<file path="config.mk">
export PLATFORM = sky130hd
export DESIGN_NAME = uart_tx_arbiter
export DESIGN_NICKNAME = d
export VERILOG_FILES = /design/src/rtl/uart_tx_arbiter.sv
export SDC_FILE = /design/constraint.sdc
export NUM_CORES = 1
export LEC_CHECK = 0
export CAP_MARGIN = 40
export CELL_PAD_IN_SITES_DETAIL_PLACEMENT = 0
export CELL_PAD_IN_SITES_GLOBAL_PLACEMENT = 1
export CORE_MARGIN = 2
export CORE_UTILIZATION = 34
export CTS_CLUSTER_SIZE = 16
export DETAILED_ROUTE_END_ITERATION = 6
export PLACE_DENSITY = 0.79
export SYNTH_ARGS = -nofsm -noshare
export SYNTH_HDL_FRONTEND = slang
export SYNTH_SLANG_ARGS = --single-unit
export TNS_END_PERCENT = 20
</file>
<file path="constraint.sdc">
create_clock -name clk -period 4.9 [get_ports clk]
set_input_delay 0.49 -clock clk [delete_from_list [all_inputs] [get_ports clk]]
set_output_delay 0.49 -clock clk [all_outputs]
set_load 0.02 [all_outputs]
</file>
<file path="src/rtl/uart_tx_arbiter.sv">
// Round-robin arbiter sharing one UART transmitter among N byte-wide requesters, with a done watchdog.
// Optional feature: define UART_ARB_BURST_EN to let a grant send up to MAX_BURST consecutive bytes.
module uart_tx_arbiter #(
    parameter int N         = 4,
    parameter int IDW       = 2,
    parameter int TIMEOUT   = 65535,
    parameter int MAX_BURST = 4
) (
    input  logic             clk,
    input  logic             rst,
    input  logic [N-1:0]     req,
    input  logic [8*N-1:0]   req_data,
    output logic [N-1:0]     ack,
    output logic             tx_start,
    output logic [7:0]       tx_data,
    input  logic             tx_done,
    output logic [IDW-1:0]   grant_id,
    output logic             busy,
    output logic             timeout
);
    localparam int WDW = $clog2(TIMEOUT + 1);

    typedef enum logic [1:0] {IDLE, ISSUE, WAIT_DONE} state_t;

    generate
        if (N < 2 || N > 8 || IDW != $clog2(N) || MAX_BURST < 1 || TIMEOUT < 1) begin : g_bad_params
            $error("uart_tx_arbiter: illegal parameter combination");
        end
    endgenerate

    state_t           state_reg, state_next;
    logic [N-1:0]     ack_reg, ack_next;
    logic             tx_start_reg, tx_start_next;
    logic [7:0]       tx_data_reg, tx_data_next;
    logic [IDW-1:0]   grant_id_reg, grant_id_next;
    logic             busy_reg, busy_next;
    logic             timeout_reg, timeout_next;
    logic [IDW-1:0]   rr_ptr_reg, rr_ptr_next;
    logic [WDW-1:0]   watchdog_reg, watchdog_next;
    logic [IDW-1:0]   rr_adv;
    logic [IDW-1:0]   sel;
    logic             found;
    logic [7:0]       req_byte [N];

    genvar gi;
    generate
        for (gi = 0; gi < N; gi++) begin : g_bytes
            assign req_byte[gi] = req_data[8*gi +: 8];
        end
    endgenerate

`ifdef UART_ARB_BURST_EN
    localparam int BCW = $clog2(MAX_BURST + 1);
    logic [BCW-1:0] burst_cnt_reg, burst_cnt_next;
`endif

    // First requesting index at or after rr_ptr, wrapping modulo N.
    always_comb begin
        int idx;
        logic [IDW-1:0] cand;
        sel   = '0;
        found = 1'b0;
        for (int i = 0; i < N; i++) begin
            idx = int'(rr_ptr_reg) + i;
            if (idx >= N) idx = idx - N;
            cand = IDW'(idx);
            if (!found && req[cand]) begin
                found = 1'b1;
                sel   = cand;
            end
        end
    end

    assign rr_adv = (grant_id_reg == IDW'(N - 1)) ? '0 : grant_id_reg + 1'b1;

    always_comb begin
        state_next    = state_reg;
        ack_next      = '0;
        tx_start_next = 1'b0;
        tx_data_next  = tx_data_reg;
        grant_id_next = grant_id_reg;
        timeout_next  = timeout_reg;
        rr_ptr_next   = rr_ptr_reg;
        watchdog_next = watchdog_reg;
`ifdef UART_ARB_BURST_EN
        burst_cnt_next = burst_cnt_reg;
`endif
        case (state_reg)
            IDLE: begin
                if (found) begin
                    grant_id_next = sel;
                    tx_data_next  = req_byte[sel];
                    tx_start_next = 1'b1;
                    ack_next[sel] = 1'b1;
                    state_next    = ISSUE;
                end
            end
            ISSUE: begin
                watchdog_next = '0;
                state_next    = WAIT_DONE;
            end
            WAIT_DONE: begin
                // tx_done takes priority over a watchdog expiry in the same cycle.
                if (tx_done) begin
`ifdef UART_ARB_BURST_EN
                    if (req[grant_id_reg] && burst_cnt_reg < BCW'(MAX_BURST - 1)) begin
                        burst_cnt_next         = burst_cnt_reg + 1'b1;
                        tx_data_next           = req_byte[grant_id_reg];
                        tx_start_next          = 1'b1;
                        ack_next[grant_id_reg] = 1'b1;
                        state_next             = ISSUE;
                    end else begin
                        burst_cnt_next = '0;
                        rr_ptr_next    = rr_adv;
                        state_next     = IDLE;
                    end
`else
                    rr_ptr_next = rr_adv;
                    state_next  = IDLE;
`endif
                end else if (watchdog_reg == WDW'(TIMEOUT)) begin
                    timeout_next = 1'b1;
                    rr_ptr_next  = rr_adv;
                    state_next   = IDLE;
`ifdef UART_ARB_BURST_EN
                    burst_cnt_next = '0;
`endif
                end else begin
                    watchdog_next = watchdog_reg + 1'b1;
                end
            end
            default: state_next = IDLE;
        endcase
        busy_next = (state_next != IDLE);
    end

    always_ff @(posedge clk or posedge rst) begin
        if (rst) begin
            state_reg    <= IDLE;
            ack_reg      <= '0;
            tx_start_reg <= 1'b0;
            tx_data_reg  <= 8'h00;
            grant_id_reg <= '0;
            busy_reg     <= 1'b0;
            timeout_reg  <= 1'b0;
            rr_ptr_reg   <= '0;
            watchdog_reg <= '0;
`ifdef UART_ARB_BURST_EN
            burst_cnt_reg <= '0;
`endif
        end else begin
            state_reg    <= state_next;
            ack_reg      <= ack_next;
            tx_start_reg <= tx_start_next;
            tx_data_reg  <= tx_data_next;
            grant_id_reg <= grant_id_next;
            busy_reg     <= busy_next;
            timeout_reg  <= timeout_next;
            rr_ptr_reg   <= rr_ptr_next;
            watchdog_reg <= watchdog_next;
`ifdef UART_ARB_BURST_EN
            burst_cnt_reg <= burst_cnt_next;
`endif
        end
    end

    assign ack      = ack_reg;
    assign tx_start = tx_start_reg;
    assign tx_data  = tx_data_reg;
    assign grant_id = grant_id_reg;
    assign busy     = busy_reg;
    assign timeout  = timeout_reg;
endmodule

</file>
==> impl_metrics.toml <==
[worst_setup_path]
crit_path_max_incr_delay_ns = 0.38
cp_slowest_cell = "dfrtp_1"
arrival_ns = 2.44
cp-end-kind = "flip-flop"
path_max_fanout = 8
path_cells = "ha_1 > nand2_1 > nor3_1 > buf_2 > a21oi_1 > nor3b_1 > mux2_2"
r2r_setup_slack_ns = 2.64
timing.rr.end = "rr_ptr_reg[0]"
crit_required_ns = 5.08
cp-start-kind = "flip-flop"
r2r_start = "watchdog_reg[0]"
reg2reg_depth = 7
critPathKind = "flip-flop to flip-flop"

[flow_run]
max-cap-violations = 0

[global_route]
antenna_found_initial = 0
grt_overflow = 0
grt_max_degree = 38
globalRouteTotalUtil = 0.149
grt_pass1_wl_microns = 7240
grt_pass1_vias = 1577

[logic_synthesis]
synth_cell_types = 40
synth_top_area_share = 0.482
yosysTopAreaCell = "dfrtp_1"
async_flop_share = 1.00
syn-num-nets = 232
yosys-top-cells-area = "dfrtp_1 48%, mux2i_1 11%, nand2_1 5.5%"
avgSynthCellArea_sq_um = 10.1
synth_edf_count = 0
ys_ff_latch = 37
synthCells = 191
syn_area_sq_um = 1920
synth-seq-area-share = 0.482
synthFlopType = "dfrtp_1"
synth_warnings = 0

[final_layout]
mostFrequentLayoutCells = "55 x clkdlybuf4s50_1, 37 x dfrtp_1, 28 x nand2_1"
largest_register_ffs = 16
final_util = 0.481
antennaDiodeCount = 0
drive_gt1_frac = 0.101
layout.nets = 288
fillers = 550
final_common_cell = "clkdlybuf4s50_1"
syn_to_final_growth_pct = 37.1

[timing]
fmax_mhz = 442
slew_headroom = 0.512
setup_tns_ns = 0
grt_setup_unrepaired = "false"
maxSlewViolCount = 0
finalHoldViolCount = 0
finalCritPeriodShare = 0.462
tightestPinTransition_ns = 0.730
fin_crit_ns = 2.26
fin_worst_skew_ns = 0.00570
setup-violations-final = 0
setup_ws_ns = 2.64

[floorplanning]
core_sq_um = 5470
die_w_microns = 79.2
die_area_sq_um = 6270
start_util = 0.351
num_rows = 27
io_pins = 56
die_y_microns = 79.2

[clocking]
cts_buffers = 5
clock_latency_ns = 0.29
cts_tree = "built"
htree_levels = 2
cts_hold_buf = 0
post_cts_resized = 0
clkTransAtPathRegs_ns = 0.07
clock_path_buffers = 2
post_cts_buffers = 0
cts-root-buf = "clkbuf_8"
clkSinkCount = 37

[route]
drt-initial-drc-count = 40
vias = 1576
routedWlPerCell_microns = 13.0
first_pass_iters = 4
antenna_left = 0
wl_microns = 4170
drc = 0
vias_per_cell = 4.93

[place]
pre_cts_slack_ns = 2.32
place_hpwl_microns = 3140
gp_congestion = 0.745
portBuffers = 55

[power_and_ir_drop]
p_leak_nw = 1.14
power_density_nw_per_um2 = 451
ir_drop_mv = 0.188
finalPower_w = 0.00119

[hold_path]
min_path_cells = 1
min_path_type = "flip-flop to flip-flop"
hold_start = "watchdog_reg[8]"
hold_end = "watchdog_reg[8]"

[status]
status = "finished clean"
-- logic make-up (layout without fill, tap and decap cells) --
| logic type | after synthesis | in the layout | synth area share |
|---|---|---|---|
| AND/OR/NAND/NOR | 75 | 75 | 0.203 |
| flip-flops | 37 | 37 | 0.482 |
| AO/OA/AOI/OAI | 31 | 31 | 0.110 |
| multiplexers | 24 | 24 | 0.127 |
| buffers and inverters | 15 | 72 | 0.0326 |
| XOR/XNOR | 7 | 7 | 0.0319 |
| adder cells (fa/ha/maj) | 2 | 2 | 0.0130 |
-- Yosys cell counts, types with 4 or more instances --
library cell	n
o221ai_1	8
dfrtp_1	37
nand2_1	28
inv_1	6
nor2_1	15
mux2i_1	21
nand4_1	4
a21oi_1	8
o21ai_0	6
buf_2	5
xnor2_1	7
nand3_1	4
-- final cells by class --
cell class | count | area [sq um] | share of cell area
multi-input combinational | 139 | 938 | 0.356
sequential | 37 | 926 | 0.352
timing repair buffer | 58 | 574 | 0.218
clock buffer | 6 | 72.6 | 0.0276
inverter | 6 | 22.5 | 0.00855
tap | 72 | 90.1 | 0.0342
clock inverter | 2 | 10.0 | 0.00380
-- worst max-delay path: cells and delay by family (launching register included) --
family / cells / cell delay (ns)
flip-flops: 1 / 0.38
buffers and inverters: 1 / 0.28
AO/OA/AOI/OAI: 1 / 0.09
multiplexers: 1 / 0.38
AND/OR/NAND/NOR: 3 / 0.82
adder cells (fa/ha/maj): 1 / 0.20
-- routing by layer --
metal	global-route usage	share of wire
met3	0.0580	0.088
met5	0	0
met1	0.179	0.43
met4	0.0621	0.018
met2	0.240	0.46
-- worst max path at each step --
stage | start | to | slack, ns
after floorplan | watchdog_reg[0] | rr_ptr_reg[0] | 3.08
after global placement | req[1] | tx_data[0] | 2.23
after detailed placement | req[2] | tx_data[7] | 2.32
after CTS | req[2] | tx_data[7] | 2.63
after global routing | req[2] | tx_data[7] | 2.43
final | watchdog_reg[0] | rr_ptr_reg[0] | 2.64
-- report_power, final --
group | leakage (nW) | total (W) | switching, W | internal (W)
registers | 0.485 | 0.000445 | 0.0000547 | 0.000390
logic | 0.607 | 0.000538 | 0.000286 | 0.000252
clock network | 0.0450 | 0.000204 | 0.000105 | 0.0000985
-- through the flow --
step	hold WS (ns)	std cells	area [sq um]
floorplan	0.445	191	1920
global placement	0.463	310	2530
detailed placement	0.468	312	2550
CTS	0.487	320	2630
global route	0.520	320	2630
finish	0.483	320	2630
(Power assumes the default switching activity.)
